## src/rtl/apb_pkg.sv

```systemverilog
// Shared types for the APB command master: width defaults, FSM state
// encoding and command/response record layouts.
package apb_pkg;

  localparam int DATA_WIDTH_DEF = 32;
  localparam int ADDR_WIDTH_DEF = 8;

  // The encoding is fixed so that the debug state port can be decoded by hand.
  typedef enum logic [1:0] {
    ST_IDLE   = 2'b00,
    ST_SETUP  = 2'b01,
    ST_ACCESS = 2'b10,
    ST_RESP   = 2'b11
  } state_e;

  typedef struct packed {
    logic                      write;
    logic [ADDR_WIDTH_DEF-1:0] addr;
    logic [DATA_WIDTH_DEF-1:0] wdata;
  } cmd_t;

  typedef struct packed {
    logic [DATA_WIDTH_DEF-1:0] rdata;
    logic                      err;
  } rsp_t;

endpackage

```

## src/rtl/apb_cmd_master_if.sv

```systemverilog
// Bundle of the command channel, response channel and APB requester signals
// of apb_cmd_master. The master modport is the block's view of the bundle, and
// the slave modport is the view of everything around it.
//
// Handshake rule for cmd_* and rsp_*: a transfer happens on a rising PCLK edge
// where valid && ready. Once valid is raised, the payload stays stable until
// that edge. Ready may be raised before valid.
interface apb_cmd_master_if
  import apb_pkg::*;
#(
  parameter int DATA_WIDTH = DATA_WIDTH_DEF,
  parameter int ADDR_WIDTH = ADDR_WIDTH_DEF
);

  logic                  cmd_valid;
  logic                  cmd_ready;
  logic                  cmd_write;
  logic [ADDR_WIDTH-1:0] cmd_addr;
  logic [DATA_WIDTH-1:0] cmd_wdata;

  logic                  rsp_valid;
  logic                  rsp_ready;
  logic [DATA_WIDTH-1:0] rsp_rdata;
  logic                  rsp_err;

  logic                  PSEL;
  logic                  PENABLE;
  logic                  PWRITE;
  logic [ADDR_WIDTH-1:0] PADDR;
  logic [DATA_WIDTH-1:0] PWDATA;
  logic [DATA_WIDTH-1:0] PRDATA;
  logic                  PREADY;

  modport master (
    input  cmd_valid, cmd_write, cmd_addr, cmd_wdata, rsp_ready, PRDATA, PREADY,
    output cmd_ready, rsp_valid, rsp_rdata, rsp_err,
           PSEL, PENABLE, PWRITE, PADDR, PWDATA
  );

  modport slave (
    output cmd_valid, cmd_write, cmd_addr, cmd_wdata, rsp_ready, PRDATA, PREADY,
    input  cmd_ready, rsp_valid, rsp_rdata, rsp_err,
           PSEL, PENABLE, PWRITE, PADDR, PWDATA
  );

endinterface

```

## src/rtl/apb_cmd_master.sv

```systemverilog
// Single-outstanding APB requester. It accepts one command, runs the APB
// setup/access phases, and returns a response. Every output is a flop.
// Optional feature: define APB_CMD_MASTER_TIMEOUT_EN to abort an access after
// TIMEOUT_CYCLES PREADY-low access samples. The abort is reported with rsp_err=1.
module apb_cmd_master
  import apb_pkg::*;
#(
  parameter int DATA_WIDTH     = DATA_WIDTH_DEF,
  parameter int ADDR_WIDTH     = ADDR_WIDTH_DEF,
  parameter int TIMEOUT_CYCLES = 16
) (
  input  logic               PCLK,
  input  logic               PRESETn,
  apb_cmd_master_if.master   bus,
  output state_e             dbg_state
);

  if (TIMEOUT_CYCLES < 2) begin : g_bad_timeout
    $error("apb_cmd_master: TIMEOUT_CYCLES must be at least 2");
  end

  state_e                state_q, state_d;
  logic                  cmd_ready_q, cmd_ready_d;
  logic                  psel_q, psel_d;
  logic                  penable_q, penable_d;
  logic                  pwrite_q, pwrite_d;
  logic [ADDR_WIDTH-1:0] paddr_q, paddr_d;
  logic [DATA_WIDTH-1:0] pwdata_q, pwdata_d;
  logic                  rsp_valid_q, rsp_valid_d;
  logic [DATA_WIDTH-1:0] rsp_rdata_q, rsp_rdata_d;
  logic                  rsp_err_q, rsp_err_d;

`ifdef APB_CMD_MASTER_TIMEOUT_EN
  localparam int CNT_W = $clog2(TIMEOUT_CYCLES);
  localparam logic [CNT_W-1:0] CNT_LAST = CNT_W'(TIMEOUT_CYCLES - 1);
  logic [CNT_W-1:0] tmo_cnt_q, tmo_cnt_d;
`endif

  // Next-state and next-output logic. SETUP raises PSEL. The first ACCESS cycle
  // raises PENABLE. PREADY is only looked at once PENABLE is already high.
  always_comb begin
    state_d     = state_q;
    cmd_ready_d = cmd_ready_q;
    psel_d      = psel_q;
    penable_d   = penable_q;
    pwrite_d    = pwrite_q;
    paddr_d     = paddr_q;
    pwdata_d    = pwdata_q;
    rsp_valid_d = rsp_valid_q;
    rsp_rdata_d = rsp_rdata_q;
    rsp_err_d   = rsp_err_q;
`ifdef APB_CMD_MASTER_TIMEOUT_EN
    tmo_cnt_d   = tmo_cnt_q;
`endif

    case (state_q)
      ST_IDLE: begin
        cmd_ready_d = 1'b1;
        if (cmd_ready_q && bus.cmd_valid) begin
          cmd_ready_d = 1'b0;
          paddr_d     = bus.cmd_addr;
          pwrite_d    = bus.cmd_write;
          pwdata_d    = bus.cmd_write ? bus.cmd_wdata : '0;
          state_d     = ST_SETUP;
        end
      end

      ST_SETUP: begin
        psel_d    = 1'b1;
        penable_d = 1'b0;
        state_d   = ST_ACCESS;
`ifdef APB_CMD_MASTER_TIMEOUT_EN
        tmo_cnt_d = '0;
`endif
      end

      ST_ACCESS: begin
        if (!penable_q) begin
          penable_d = 1'b1;
        end else if (bus.PREADY) begin
          psel_d      = 1'b0;
          penable_d   = 1'b0;
          rsp_valid_d = 1'b1;
          rsp_rdata_d = pwrite_q ? '0 : bus.PRDATA;
          rsp_err_d   = 1'b0;
          state_d     = ST_RESP;
        end
`ifdef APB_CMD_MASTER_TIMEOUT_EN
        else if (tmo_cnt_q == CNT_LAST) begin
          psel_d      = 1'b0;
          penable_d   = 1'b0;
          rsp_valid_d = 1'b1;
          rsp_rdata_d = '0;
          rsp_err_d   = 1'b1;
          state_d     = ST_RESP;
        end else begin
          tmo_cnt_d = tmo_cnt_q + 1'b1;
        end
`endif
      end

      ST_RESP: begin
        psel_d = 1'b0;
        if (bus.rsp_ready) begin
          rsp_valid_d = 1'b0;
          cmd_ready_d = 1'b1;
          state_d     = ST_IDLE;
        end
      end

      default: begin
        state_d = ST_IDLE;
      end
    endcase
  end

  // State and output registers, which are cleared immediately by reset.
  always_ff @(posedge PCLK or negedge PRESETn) begin
    if (!PRESETn) begin
      state_q     <= ST_IDLE;
      cmd_ready_q <= 1'b0;
      psel_q      <= 1'b0;
      penable_q   <= 1'b0;
      pwrite_q    <= 1'b0;
      paddr_q     <= '0;
      pwdata_q    <= '0;
      rsp_valid_q <= 1'b0;
      rsp_rdata_q <= '0;
      rsp_err_q   <= 1'b0;
    end else begin
      state_q     <= state_d;
      cmd_ready_q <= cmd_ready_d;
      psel_q      <= psel_d;
      penable_q   <= penable_d;
      pwrite_q    <= pwrite_d;
      paddr_q     <= paddr_d;
      pwdata_q    <= pwdata_d;
      rsp_valid_q <= rsp_valid_d;
      rsp_rdata_q <= rsp_rdata_d;
      rsp_err_q   <= rsp_err_d;
    end
  end

`ifdef APB_CMD_MASTER_TIMEOUT_EN
  // Access watchdog counter.
  always_ff @(posedge PCLK or negedge PRESETn) begin
    if (!PRESETn) begin
      tmo_cnt_q <= '0;
    end else begin
      tmo_cnt_q <= tmo_cnt_d;
    end
  end
`endif

  assign bus.cmd_ready = cmd_ready_q;
  assign bus.PSEL      = psel_q;
  assign bus.PENABLE   = penable_q;
  assign bus.PWRITE    = pwrite_q;
  assign bus.PADDR     = paddr_q;
  assign bus.PWDATA    = pwdata_q;
  assign bus.rsp_valid = rsp_valid_q;
  assign bus.rsp_rdata = rsp_rdata_q;
  assign bus.rsp_err   = rsp_err_q;
  assign dbg_state     = state_q;

endmodule

```

## src/flat_wrapper.sv

```systemverilog
// flat-port wrapper written by rule: the top's interface ports become plain ports
module apb_cmd_master_flat import apb_pkg::*;
#(
  parameter int DATA_WIDTH     = DATA_WIDTH_DEF,
  parameter int ADDR_WIDTH     = ADDR_WIDTH_DEF,
  parameter int TIMEOUT_CYCLES = 16
)
  (PCLK, PRESETn, dbg_state, bus_cmd_valid, bus_cmd_write, bus_cmd_addr, bus_cmd_wdata, bus_rsp_ready, bus_PRDATA, bus_PREADY, bus_cmd_ready, bus_rsp_valid, bus_rsp_rdata, bus_rsp_err, bus_PSEL, bus_PENABLE, bus_PWRITE, bus_PADDR, bus_PWDATA);
  apb_cmd_master_if #(.DATA_WIDTH(DATA_WIDTH), .ADDR_WIDTH(ADDR_WIDTH)) bus_i ();
  input  logic PCLK;
  input  logic PRESETn;
  output state_e dbg_state;
  input wire logic [$bits(bus_i.cmd_valid)-1:0] bus_cmd_valid;
  input wire logic [$bits(bus_i.cmd_write)-1:0] bus_cmd_write;
  input wire logic [$bits(bus_i.cmd_addr)-1:0] bus_cmd_addr;
  input wire logic [$bits(bus_i.cmd_wdata)-1:0] bus_cmd_wdata;
  input wire logic [$bits(bus_i.rsp_ready)-1:0] bus_rsp_ready;
  input wire logic [$bits(bus_i.PRDATA)-1:0] bus_PRDATA;
  input wire logic [$bits(bus_i.PREADY)-1:0] bus_PREADY;
  output wire logic [$bits(bus_i.cmd_ready)-1:0] bus_cmd_ready;
  output wire logic [$bits(bus_i.rsp_valid)-1:0] bus_rsp_valid;
  output wire logic [$bits(bus_i.rsp_rdata)-1:0] bus_rsp_rdata;
  output wire logic [$bits(bus_i.rsp_err)-1:0] bus_rsp_err;
  output wire logic [$bits(bus_i.PSEL)-1:0] bus_PSEL;
  output wire logic [$bits(bus_i.PENABLE)-1:0] bus_PENABLE;
  output wire logic [$bits(bus_i.PWRITE)-1:0] bus_PWRITE;
  output wire logic [$bits(bus_i.PADDR)-1:0] bus_PADDR;
  output wire logic [$bits(bus_i.PWDATA)-1:0] bus_PWDATA;
  assign bus_i.cmd_valid = bus_cmd_valid;
  assign bus_i.cmd_write = bus_cmd_write;
  assign bus_i.cmd_addr = bus_cmd_addr;
  assign bus_i.cmd_wdata = bus_cmd_wdata;
  assign bus_i.rsp_ready = bus_rsp_ready;
  assign bus_i.PRDATA = bus_PRDATA;
  assign bus_i.PREADY = bus_PREADY;
  assign bus_cmd_ready = bus_i.cmd_ready;
  assign bus_rsp_valid = bus_i.rsp_valid;
  assign bus_rsp_rdata = bus_i.rsp_rdata;
  assign bus_rsp_err = bus_i.rsp_err;
  assign bus_PSEL = bus_i.PSEL;
  assign bus_PENABLE = bus_i.PENABLE;
  assign bus_PWRITE = bus_i.PWRITE;
  assign bus_PADDR = bus_i.PADDR;
  assign bus_PWDATA = bus_i.PWDATA;
  apb_cmd_master #(.DATA_WIDTH(DATA_WIDTH), .ADDR_WIDTH(ADDR_WIDTH), .TIMEOUT_CYCLES(TIMEOUT_CYCLES)) u_core (.PCLK(PCLK), .PRESETn(PRESETn), .bus(bus_i), .dbg_state(dbg_state));
endmodule
```

## config.mk

```make
export PLATFORM = sky130hd
export DESIGN_NAME = apb_cmd_master_flat
export DESIGN_NICKNAME = d
export VERILOG_FILES = /design/src/rtl/apb_pkg.sv /design/src/rtl/apb_cmd_master_if.sv /design/src/rtl/apb_cmd_master.sv /design/src/flat_wrapper.sv
export SDC_FILE = /design/constraint.sdc
export NUM_CORES = 1
export LEC_CHECK = 0
export ABC_CLOCK_PERIOD_IN_PS = 1700
export CORE_ASPECT_RATIO = 0.8
export CORE_MARGIN = 2
export CORE_UTILIZATION = 37
export CTS_CLUSTER_DIAMETER = 120
export DETAILED_ROUTE_END_ITERATION = 8
export HOLD_SLACK_MARGIN = 0.08
export PLACE_DENSITY_LB_ADDON = 0.2
export SLEW_MARGIN = 10
export SYNTH_ARGS = -nofsm -noshare
export SYNTH_HDL_FRONTEND = slang
export SYNTH_SLANG_ARGS = --single-unit
export TNS_END_PERCENT = 100
```

## constraint.sdc

```tcl
create_clock -name PCLK -period 1.7 [get_ports PCLK]
set_clock_uncertainty 0.2 [all_clocks]
set_input_delay 0.34 -clock PCLK [delete_from_list [all_inputs] [get_ports PCLK]]
set_output_delay 0.34 -clock PCLK [all_outputs]
set_load 0.05 [all_outputs]
```

==> results by group <==
Power and ir drop
  • Net Switching: 0.00649 W
  • P_leak: 2.79 nW
  • Logic pwr share: 64.4%
  • Sequential Power Share: 26.3%
  • Clock Power Share: 9.3%
  • Internal power: 0.00817 W
  • Pwr/cell area: 2350 nW/um^2
  • Sw frac: 44.2%
  • Peak VDD IR: 1.46 mV

Cells and area
  • Most common cell after layout, fill and taps aside: nand2_1
  • Fin cells: 624
  • N_diodes: 0
  • Most frequent cells in the layout: 99 x nand2_1, 83 x buf_12, 76 x clkdlybuf4s50_1, 76 x dfrtp_1, 49 x o21ai_0
  • Fin nets: 589
  • Syn-to-layout area delta: 88.8%
  • Fillcell total: 609
  • Share of layout cells above drive strength 1: 28.1%

Detailed routing
  • DRC: 0
  • Drt pass-1 iters: 4
  • Via-to-Cell Ratio: 4.60
  • WL per Instance: 14.8 um
  • DR iter-0 viols: 164
  • Final ANT Viol Nets: 0
  • Via Count: 2,869
  • Final wirelength: 9230 um

STA
  • Setup TNS: -0.159 ns
  • Unrepaired setup endpoints after global routing: true
  • Finish-stage setup viols: 5
  • Final hold vios: 0
  • Final setup margin: -0.0669 ns
  • Period utilization: 104%
  • Minimum clock period: 1.77 ns
  • Max frequency: 566 MHz
  • Final Slew Violations: 0

Global route
  • Number of global-route vias before repair: 2,866
  • Global-route wire length before repair: 14,500 um
  • Largest net degree at the start of global routing: 80
  • Gr usage total: 19.5%
  • Grt ovf: 0
  • Initial antenna violation count: 0

Clock network
  • Reg clk slew, reported paths: 0.08 ns
  • Later-pin clock latency in the skew report: 0.35 ns
  • Maximum root-to-sink buffer count: 2
  • CTS tree: yes
  • Root Buffer: clkbuf_8
  • Clock sinks: 79
  • # H-tree levels: 3
  • TritonCTS buffer count: 9

Logic synthesis
  • Distinct cells, synth: 26
  • Ys Warns: 0
  • Synthesized area: 3310 um^2
  • Post-Synthesis Cells: 334
  • Register area share after synthesis: 59.8%
  • Post-synth net total: 416
  • Mean Syn Cell Area: 9.90 um^2
  • Synth Register Bits: 79

Floorplan
  • Die Y: 88.6 um
  • FP Rows: 30
  • I/O pin cnt: 158
  • Full die area: 9720 um^2
  • Starting density of the core: 38.5%
  • Core area: 8600 um^2
  • Die Width: 110 um

Job
  • Max Cap Violations: 0

Critical path
  • Startpoint Class: flip-flop
  • CP Class: reg -> reg
  • Data required, critical path: 1.74 ns
  • Worst EP arrival: 1.81 ns
  • Reg2Reg Setup Slack: -0.07 ns
  • CP max FO: 3
  • Critical path endpoint category: flip-flop
  • Reg2reg path depth: 7

Place
  • HPWL Detailed: 6620 um
  • GPL Wtd Cong: 0.863
  • PortBufs: 156
  • DP Cell Count: 602

Hold path
  • Hold Path Class: in -> reg
  • Min-Delay Path Depth: 3

Run status
  • Status: finished, violations left
  • Failing checks: setup timing
-- what timing repair did --
item | in CTS | in global routing
endpoints found under the setup margin | 39 | 45
pin swaps | 2 | 2
resized for setup | 3 | 24
hold buffers | 1 | 0
buffers inserted | 2 | 3
gates cloned | 0 | 1
hold endpoints to repair | 79 | 0
-- final cells by class --
cell class | instances | area (um^2) | share of cell area (%)
inverters | 4 | 17.5 | 0.281
repair buffers | 184 | 2650 | 42.4
clock buffers | 11 | 131 | 2.10
flip-flops and latches | 79 | 1980 | 31.7
well taps | 112 | 140 | 2.24
multi-input cells | 229 | 1270 | 20.4
clock inverters | 5 | 58.8 | 0.942
-- metrics by stage --
step           hold slack, ns  setup WS [ns]  utilization [%]  instance area, um^2  power, W
4_1_cts                 0.314        -0.0338             71.5                 6150    0.0146
3_5_place_dp            0.197         -0.225             68.9                 5920    0.0131
3_3_place_gp            0.199         -0.183             68.9                 5920    0.0129
5_1_grt                 0.325         -0.114             72.6                 6240    0.0154
6_report                0.333        -0.0669             72.6                 6240    0.0147
2_1_floorplan          -0.156         -0.161                -                 3330   0.00793
-- worst max-delay path, cell delays in order, from the launching register on --
cell and delay (ns):
dfrtp_2 0.47, inv_4 0.10, ha_2 0.19, a21boi_4 0.22
a211oi_2 0.08, buf_4 0.14, buf_4 0.12, o21a_1 0.15
-- path summary, 6_finish.rpt --
path / start / end
max in group asynchronous: PRESETn / u_core.bus.PWRITE
max reg2reg: u_core.dbg_state[0] / u_core.dbg_state[0]
min in group asynchronous: PRESETn / u_core.bus.rsp_rdata[15]
min: bus_cmd_wdata[6] / u_core.bus.PWDATA[6]
max: u_core.dbg_state[0] / u_core.dbg_state[0]
min reg2reg: u_core.bus.rsp_rdata[19] / u_core.bus.rsp_rdata[19]
-- routing by layer --
metal | vias up | part of all wire (%) | routed length (um) | global-route usage, %
met1 | 1340 | 41 | 3780 | 24.5
li1 | 1425 | - | - | -
met2 | 90 | 52 | 4760 | 32.4
met5 | - | 0 | 0 | 0
met4 | 0 | 1.8 | 170 | 7.59
met3 | 14 | 5.7 | 522 | 5.15
-- registers in the layout, indices dropped and copies added (netlist names) --
name / cells
u_core.bus.PWDATA: 32
u_core.bus.rsp_rdata: 32
u_core.bus.PADDR: 8
u_core.dbg_state: 2
u_core.bus.PENABLE: 1
u_core.bus.PSEL: 1
u_core.bus.PWRITE: 1
u_core.bus.cmd_ready: 1
u_core.bus.rsp_valid: 1
-- synth_stat cells, drive strengths merged --
master   count  share of area, %
nand2       99                11
dfrtp       79                60
o21ai       66                10
nand2b      32               6.1
clkbuf      19               2.2
mux2        10               4.0
ha           4               1.5
inv          4              0.45
buf          3              0.91
nand3        3              0.76
nor2         3              0.34
nor2b        2              0.38
a211oi       1              0.38
a21boi       1              0.34
conb         1              0.11
o21a         1              0.23
o22a         1              0.26
o22ai        1              0.19
o2bb2ai      1              0.26
o41ai        1              0.26
or2b         1              0.23
or4          1              0.23
-- logic make-up after synthesis --
| group | share of synthesized area (%) |
|---|---|
| buffers and inverters | 3.52 |
| AND/OR/NAND/NOR | 19.2 |
| other | 0.113 |
| AO/OA/AOI/OAI | 11.9 |
| flip-flops | 59.8 |
| adder cells (fa/ha/maj) | 1.51 |
| multiplexers | 3.97 |
-- power by group through the flow --
stage	Clock, W	Sequential, W	Combinational [W]
3_3_place_gp	0	0.00381	0.00908
2_1_floorplan	0	0.00648	0.00144
3_5_place_dp	0	0.00388	0.00923
6_report	0.00137	0.00385	0.00945
4_1_cts	0.00142	0.00384	0.00933
5_1_grt	0.00149	0.00397	0.00991
(Power assumes the default switching activity.)
==> RTL edit 1, RTL diff (config.mk and constraints unchanged) <==
Change the package constant `ADDR_WIDTH_DEF` from 8 to 6.
--- a/src/rtl/apb_pkg.sv
+++ b/src/rtl/apb_pkg.sv
@@ -5,3 +5,3 @@
   localparam int DATA_WIDTH_DEF = 32;
-  localparam int ADDR_WIDTH_DEF = 8;
+  localparam int ADDR_WIDTH_DEF = 6;
 
Interface: changed (resized bus_PADDR and bus_cmd_addr); port bits go from 158 to 154. The function was not compared with the original's and may differ.
==> RTL edit 1 against the unedited design <==
  * The flow still finishes with violations (negative setup slack)
  * Core utilization up 0.67 points
  * Largest cell class unchanged
  * Fmax up 3.1%
  * Largest power group unchanged
  * Setup slack better by 0.053 ns
  * Design area down 0.40%
  * Final cell count down 1.3%
  * Sequential share of layout area down 0.68 points
  * Clock power up 23%
  * Wire length down 5.5%
  * Sequential cell count down 2
  * Combinational power down 2.3%
  * Area after synthesis down 2.5%
  * Total power up 0.21%
==> RTL edit 1: results (changes against the unedited design) <==
Run status:
- Outcome: complete, but fails checks (unchanged).
- Violations in the final reports: negative setup slack (unchanged).

Placed design:
- The total instance count after detailed placement is 594 (was 602).
- The HPWL after detailed placement is 6440 µm (was 6620 µm).
- The number of port buffers came to 152 (was 156).

GRT:
- The number of global-route vias before repair is 2,776 (was 2,866).
- The global-route usage over all layers is 0.188 (was 0.195).
- The wire length of the first global-routing pass came to 13,800 µm (was 14,500 µm).
- The pin count of the biggest net entering global routing is 65 (was 80).

Setup path:
- The signal arrival time at the worst endpoint is 1.74 ns (was 1.81 ns).
- The critical-path maximum fanout was 6 (was 3).

Timing:
- The slack of the critical path is -0.0134 ns (was -0.0669 ns).
- The setup violation total in the final timing report was 2 (was 5).
- The summed negative setup slack over all endpoints is -0.0253 ns (was -0.159 ns).

Synthesis:
- The post-synthesis average cell area is 9.80 µm² (was 9.90 µm²).
- Top cells by area, synth: sky130_fd_sc_hd__dfrtp_1 (60%), sky130_fd_sc_hd__nand2_1 (12%), sky130_fd_sc_hd__o21ai_0 (9.5%), sky130_fd_sc_hd__nand2b_1 (6.2%), sky130_fd_sc_hd__mux2_4 (2.3%) (was sky130_fd_sc_hd__dfrtp_1 (60%), sky130_fd_sc_hd__nand2_1 (11%), sky130_fd_sc_hd__o21ai_0 (9.2%), sky130_fd_sc_hd__nand2b_1 (6.1%), sky130_fd_sc_hd__mux2_4 (2.3%)).
- The synthesized netlist net count is 409 (was 416).
- Most common library cells after synthesis: sky130_fd_sc_hd__nand2_1 (99), sky130_fd_sc_hd__dfrtp_1 (77), sky130_fd_sc_hd__o21ai_0 (61) (was sky130_fd_sc_hd__nand2_1 (99), sky130_fd_sc_hd__dfrtp_1 (79), sky130_fd_sc_hd__o21ai_0 (61)).

Routing:
- The via density per instance is 4.59 (was 4.60).
- The mean routed wirelength per cell is 14.2 µm (was 14.8 µm).
- The detailed router's first-iteration violation count was 95 (was 164).

Clock network:
- The number of CTS-inserted buffers came to 9 (unchanged).

Finish:
- The net count reported at finish is 579 (was 589).

Power:
- The static leakage was 0.00278 µW (was 0.00279 µW).
- The worst IR drop on VDD is 1.26 mV (was 1.46 mV).
[RTL edit 1: cell count changes after synthesis, sizes merged]
cell   delta
buf       -1
mux2      -2
dfrtp     -2
[RTL edit 1: power breakdown]
part	switching, µW	internal, µW	leakage (µW)	total [µW]
clock network	669	1020	0.000120	1690
logic	4610	4620	0.00167	9230
registers	1050	2720	0.000989	3780
[RTL edit 1: kinds of logic (layout without fill, tap and decap cells)]
family / after synthesis / in the layout / share of synthesized area
adder cells (fa/ha/maj): 4 / 4 / 0.0155
multiplexers: 8 / 8 / 0.0338
AND/OR/NAND/NOR: 141 / 141 / 0.197
AO/OA/AOI/OAI: 73 / 73 / 0.122
buffers and inverters: 25 / 200 / 0.0326
other: 1 / 1 / 0.00116
flip-flops: 77 / 77 / 0.598
[RTL edit 1: layer usage]
layer	up-vias	routed length, µm	global-route usage
li1	1415	-	-
met1	1325	3620	0.237
met2	78	4520	0.316
met3	9	475	0.0501
met4	0	107	0.0594
met5	-	0	0
[RTL edit 1: path summary, 6_finish.rpt]
path	slack, ns	end	cells past startpoint	startpoint
worst max-delay path	-0.01	u_core.dbg_state[0]	4	u_core.dbg_state[1]
worst min-delay path	0.24	u_core.bus.rsp_rdata[11]	2	PRESETn
worst max register to register	-0.01	u_core.dbg_state[0]	4	u_core.dbg_state[1]
worst min register to register	0.34	u_core.bus.PWDATA[20]	2	u_core.bus.PWDATA[20]
max in group asynchronous	0.58	u_core.bus.PWRITE	3	PRESETn
min in group PCLK	0.34	u_core.bus.PWDATA[28]	3	bus_cmd_wdata[28]
[RTL edit 1: cell type report]
cell class,count,area (µm²)
timing repair buffer,180,2620
fill,591,2260
sequential,77,1930
multi-input combinational,227,1270
clock buffer,11,141
tap,112,140
clock inverter,5,106
inverter,4,17.5
[RTL edit 1: metrics by stage]
stage          setup WS, ns  cell area (µm²)  hold slack (ns)
3_5_place_dp         -0.184             5830           0.0667
6_report            -0.0134             6220            0.243
5_1_grt             -0.0622             6220            0.249
2_1_floorplan        -0.161             3250           -0.156
4_1_cts            -0.00332             6110            0.229
3_3_place_gp         -0.184             5830           0.0630
[RTL edit 1: timing repair]
item / in CTS / in global routing
endpoints found under the setup margin: 40 / 27
gates resized for setup: 6 / 16
hold buffers: 1 / 0
endpoints found under the hold margin: 77 / 0
pin swaps: 1 / 5
cloned: 0 / 1
setup buffers: 0 / 4
[RTL edit 1: critical path, stage by stage (launching register included)]
cell	delay [ns]
sky130_fd_sc_hd__dfrtp_2	0.49
sky130_fd_sc_hd__buf_6	0.15
sky130_fd_sc_hd__ha_4	0.16
sky130_fd_sc_hd__or4_1	0.49
sky130_fd_sc_hd__o21a_1	0.11
==> RTL edit 2, RTL diff (same flow settings) <==
Without the edit above. `paddr_q` no longer has a reset.
--- a/src/rtl/apb_cmd_master.sv
+++ b/src/rtl/apb_cmd_master.sv
@@ -124,3 +124,2 @@
       pwrite_q    <= 1'b0;
-      paddr_q     <= '0;
       pwdata_q    <= '0;
@@ -135,3 +134,2 @@
       pwrite_q    <= pwrite_d;
-      paddr_q     <= paddr_d;
       pwdata_q    <= pwdata_d;
@@ -141,2 +139,6 @@
     end
+  end
+
+  always_ff @(posedge PCLK) begin
+    paddr_q <= paddr_d;
   end
Behaviour: differs if PRESETn is asserted again (counterexample within 4 cycles, from zero or initial values and one cycle with PRESETn low); with PRESETn held inactive, the same outputs for 10 cycles.
==> RTL edit 2 against the unedited design <==
  * The run still ends with negative setup slack left
  * Via count fell by 0.42%
  * Critical endpoint unchanged
  * Wire length fell by 2.1%
  * Count of clock-buffer cells in the layout rose by 1
  * First-iteration DRC count fell by 51%
  * Total power fell by 4.5%
  * Sequential power fell by 2%
  * Area after synthesis fell by 2.5%
  * Non-clock buffer count fell by 6
  * Sequential cell count did not move
  * Setup slack improved by 0.038 ns
  * Global-route usage rose by 0.11 points
  * Design area fell by 0.68%
==> RTL edit 2: results (changes against the unedited design) <==
Placed design:
- The HPWL after detailed placement came to 6720 µm (was 6620 µm).
- The pre-CTS worst setup slack is -0.186 ns (was -0.225 ns).
- The total instance count after detailed placement was 591 (was 602).
- The post-place instance area is 5850 µm² (was 5920 µm²).

Routing:
- The detailed router's first-iteration violation count is 80 (was 164).
- The number of iterations in the first detailed-routing pass was 5 (was 4).
- The via density per instance is 4.68 (was 4.60).

Synthesis:
- The post-synthesis average cell area was 9.89 µm² (was 9.90 µm²).
- The count of flip-flops with a built-in enable after synthesis was 8 (was 0).
- Top cells by area, synth: sky130_fd_sc_hd__dfrtp_1 (55%), sky130_fd_sc_hd__nand2_1 (12%), sky130_fd_sc_hd__o21ai_0 (9.5%), sky130_fd_sc_hd__edfxtp_1 (7.5%), sky130_fd_sc_hd__nand2b_1 (6.2%) (was sky130_fd_sc_hd__dfrtp_1 (60%), sky130_fd_sc_hd__nand2_1 (11%), sky130_fd_sc_hd__o21ai_0 (9.2%), sky130_fd_sc_hd__nand2b_1 (6.1%), sky130_fd_sc_hd__mux2_4 (2.3%)).
- The count of warnings emitted by yosys was 0 (unchanged).
- The sequential cell area fraction in the yosys report is 0.626 (was 0.598).
- The synthesized netlist net count came to 408 (was 416).
- The async set-reset flop share out of synthesis came to 0.899 (was 1.00).
- The area share of the largest cell type after synthesis is 0.551 (was 0.598).
- Most common library cells after synthesis: sky130_fd_sc_hd__nand2_1 (99), sky130_fd_sc_hd__dfrtp_1 (71), sky130_fd_sc_hd__o21ai_0 (61) (was sky130_fd_sc_hd__nand2_1 (99), sky130_fd_sc_hd__dfrtp_1 (79), sky130_fd_sc_hd__o21ai_0 (61)).

Setup path:
- The critical-path maximum fanout is 5 (was 3).
- The cell depth of the worst flop-to-flop path is 4 (was 7).
- The signal arrival time at the worst endpoint is 1.77 ns (was 1.81 ns).
- The worst reg2reg path startpoint is u_core.dbg_state[1] (was u_core.dbg_state[0]).

GRT:
- The wire length of the first global-routing pass is 14,300 µm (was 14,500 µm).
- The number of global-route vias before repair came to 2,950 (was 2,866).
- The pin count of the biggest net entering global routing is 65 (was 80).
- The initial antenna violation count is 0 (unchanged).
- The global-route usage over all layers was 0.196 (was 0.195).

Finish:
- The layout cell share with drive strength beyond 1 is 0.267 (was 0.281).
- The total of fill cells in the finished design was 599 (was 609).
- The number of antenna diodes is 0 (unchanged).
- The net count reported at finish is 576 (was 589).

Power:
- The worst IR drop on VDD is 1.41 mV (was 1.46 mV).
- The static leakage is 0.00271 µW (was 0.00279 µW).
- The cell-internal power is 7920 µW (was 8170 µW).

Timing:
- The timing-limited maximum frequency is 0.579 GHz (was 0.566 GHz).
- The slack of the critical path is -0.0285 ns (was -0.0669 ns).
- The setup violation total in the final timing report is 1 (was 5).
- The summed negative setup slack over all endpoints is -0.0285 ns (was -0.159 ns).

Run status:
- Outcome: complete, but fails checks (unchanged).
- Violations in the final reports: negative setup slack (unchanged).

Clock network:
- The worst-skew pair later-pin latency is 0.34 ns.

Hold path:
- The type of the most critical hold path is input port to asynchronous set/reset pin (was input port to flip-flop).
[RTL edit 2: cell count changes in the layout (fill, tap and decap cells not counted), moves of 3 or more]
cell                       unedited run  this run
sky130_fd_sc_hd__dfrtp_1             76        68
sky130_fd_sc_hd__o21ai_1             17        11
sky130_fd_sc_hd__mux2_4               6         1
sky130_fd_sc_hd__buf_6                4         1
sky130_fd_sc_hd__mux2_2               4         1
sky130_fd_sc_hd__o21ai_0             49        54
sky130_fd_sc_hd__buf_4               19        15
sky130_fd_sc_hd__edfxtp_1             0         8
[RTL edit 2: cell families after synthesis]
kind of cell	after synthesis	share of synthesized area
and+or+nand+nor	141	0.196
DFF	79	0.626
AOI/OAI and AO/OA	73	0.122
buffers and inverters	26	0.0330
adders and majority gates	4	0.0155
muxes	2	0.00698
other	1	0.00116
[RTL edit 2: metal layers]
layer  wire length (µm)  track usage
met1               3600        0.237
met4                146       0.0629
met2               4550        0.329
met3                741       0.0696
met5                  0            0
[RTL edit 2: cell type report]
type | instances | area, µm² | area share
clock buffer | 12 | 156 | 0.0252
clock inverter | 4 | 76.3 | 0.0123
inverter | 5 | 23.8 | 0.00383
multi-input combinational | 221 | 1180 | 0.191
sequential | 79 | 2020 | 0.326
tap | 112 | 140 | 0.0226
timing repair buffer | 178 | 2600 | 0.419
[RTL edit 2: timing repair]
action	in CTS	in global routing
cloned	0	1
setup endpoints to repair	3	60
buffers inserted	0	2
resized for setup	1	19
hold endpoints to repair	71	0
hold buffers	1	0
pin swaps	1	2
[RTL edit 2: critical path: stages (launching register included)]
cell and delay, ns:
sky130_fd_sc_hd__dfrtp_2 0.48, sky130_fd_sc_hd__ha_4 0.18, sky130_fd_sc_hd__a21boi_4 0.15, sky130_fd_sc_hd__or4_1 0.48, sky130_fd_sc_hd__o21a_1 0.13
[RTL edit 2: worst max-delay path by stage]
stage / cells after the start / from / end / slack [ns]
floorplan: 6 / u_core.dbg_state[0] / u_core.bus.PADDR[0] / -0.16
global placement: 4 / bus_PREADY / u_core.dbg_state[0] / -0.17
detailed placement: 4 / bus_cmd_valid / u_core.dbg_state[1] / -0.19
CTS: 5 / u_core.dbg_state[0] / u_core.dbg_state[1] / -0.007
global route: 4 / u_core.dbg_state[1] / u_core.dbg_state[0] / -0.05
finish: 4 / u_core.dbg_state[1] / u_core.dbg_state[0] / -0.03
[RTL edit 2: power groups by stage]
stage / Combinational (µW) / Clock (µW) / Sequential [µW]
floorplan: 1310 / 0 / 6170
global placement: 8340 / 0 / 3710
detailed placement: 8490 / 0 / 3770
CTS: 8510 / 1660 / 3750
global route: 9060 / 1710 / 3870
finish: 8640 / 1610 / 3760
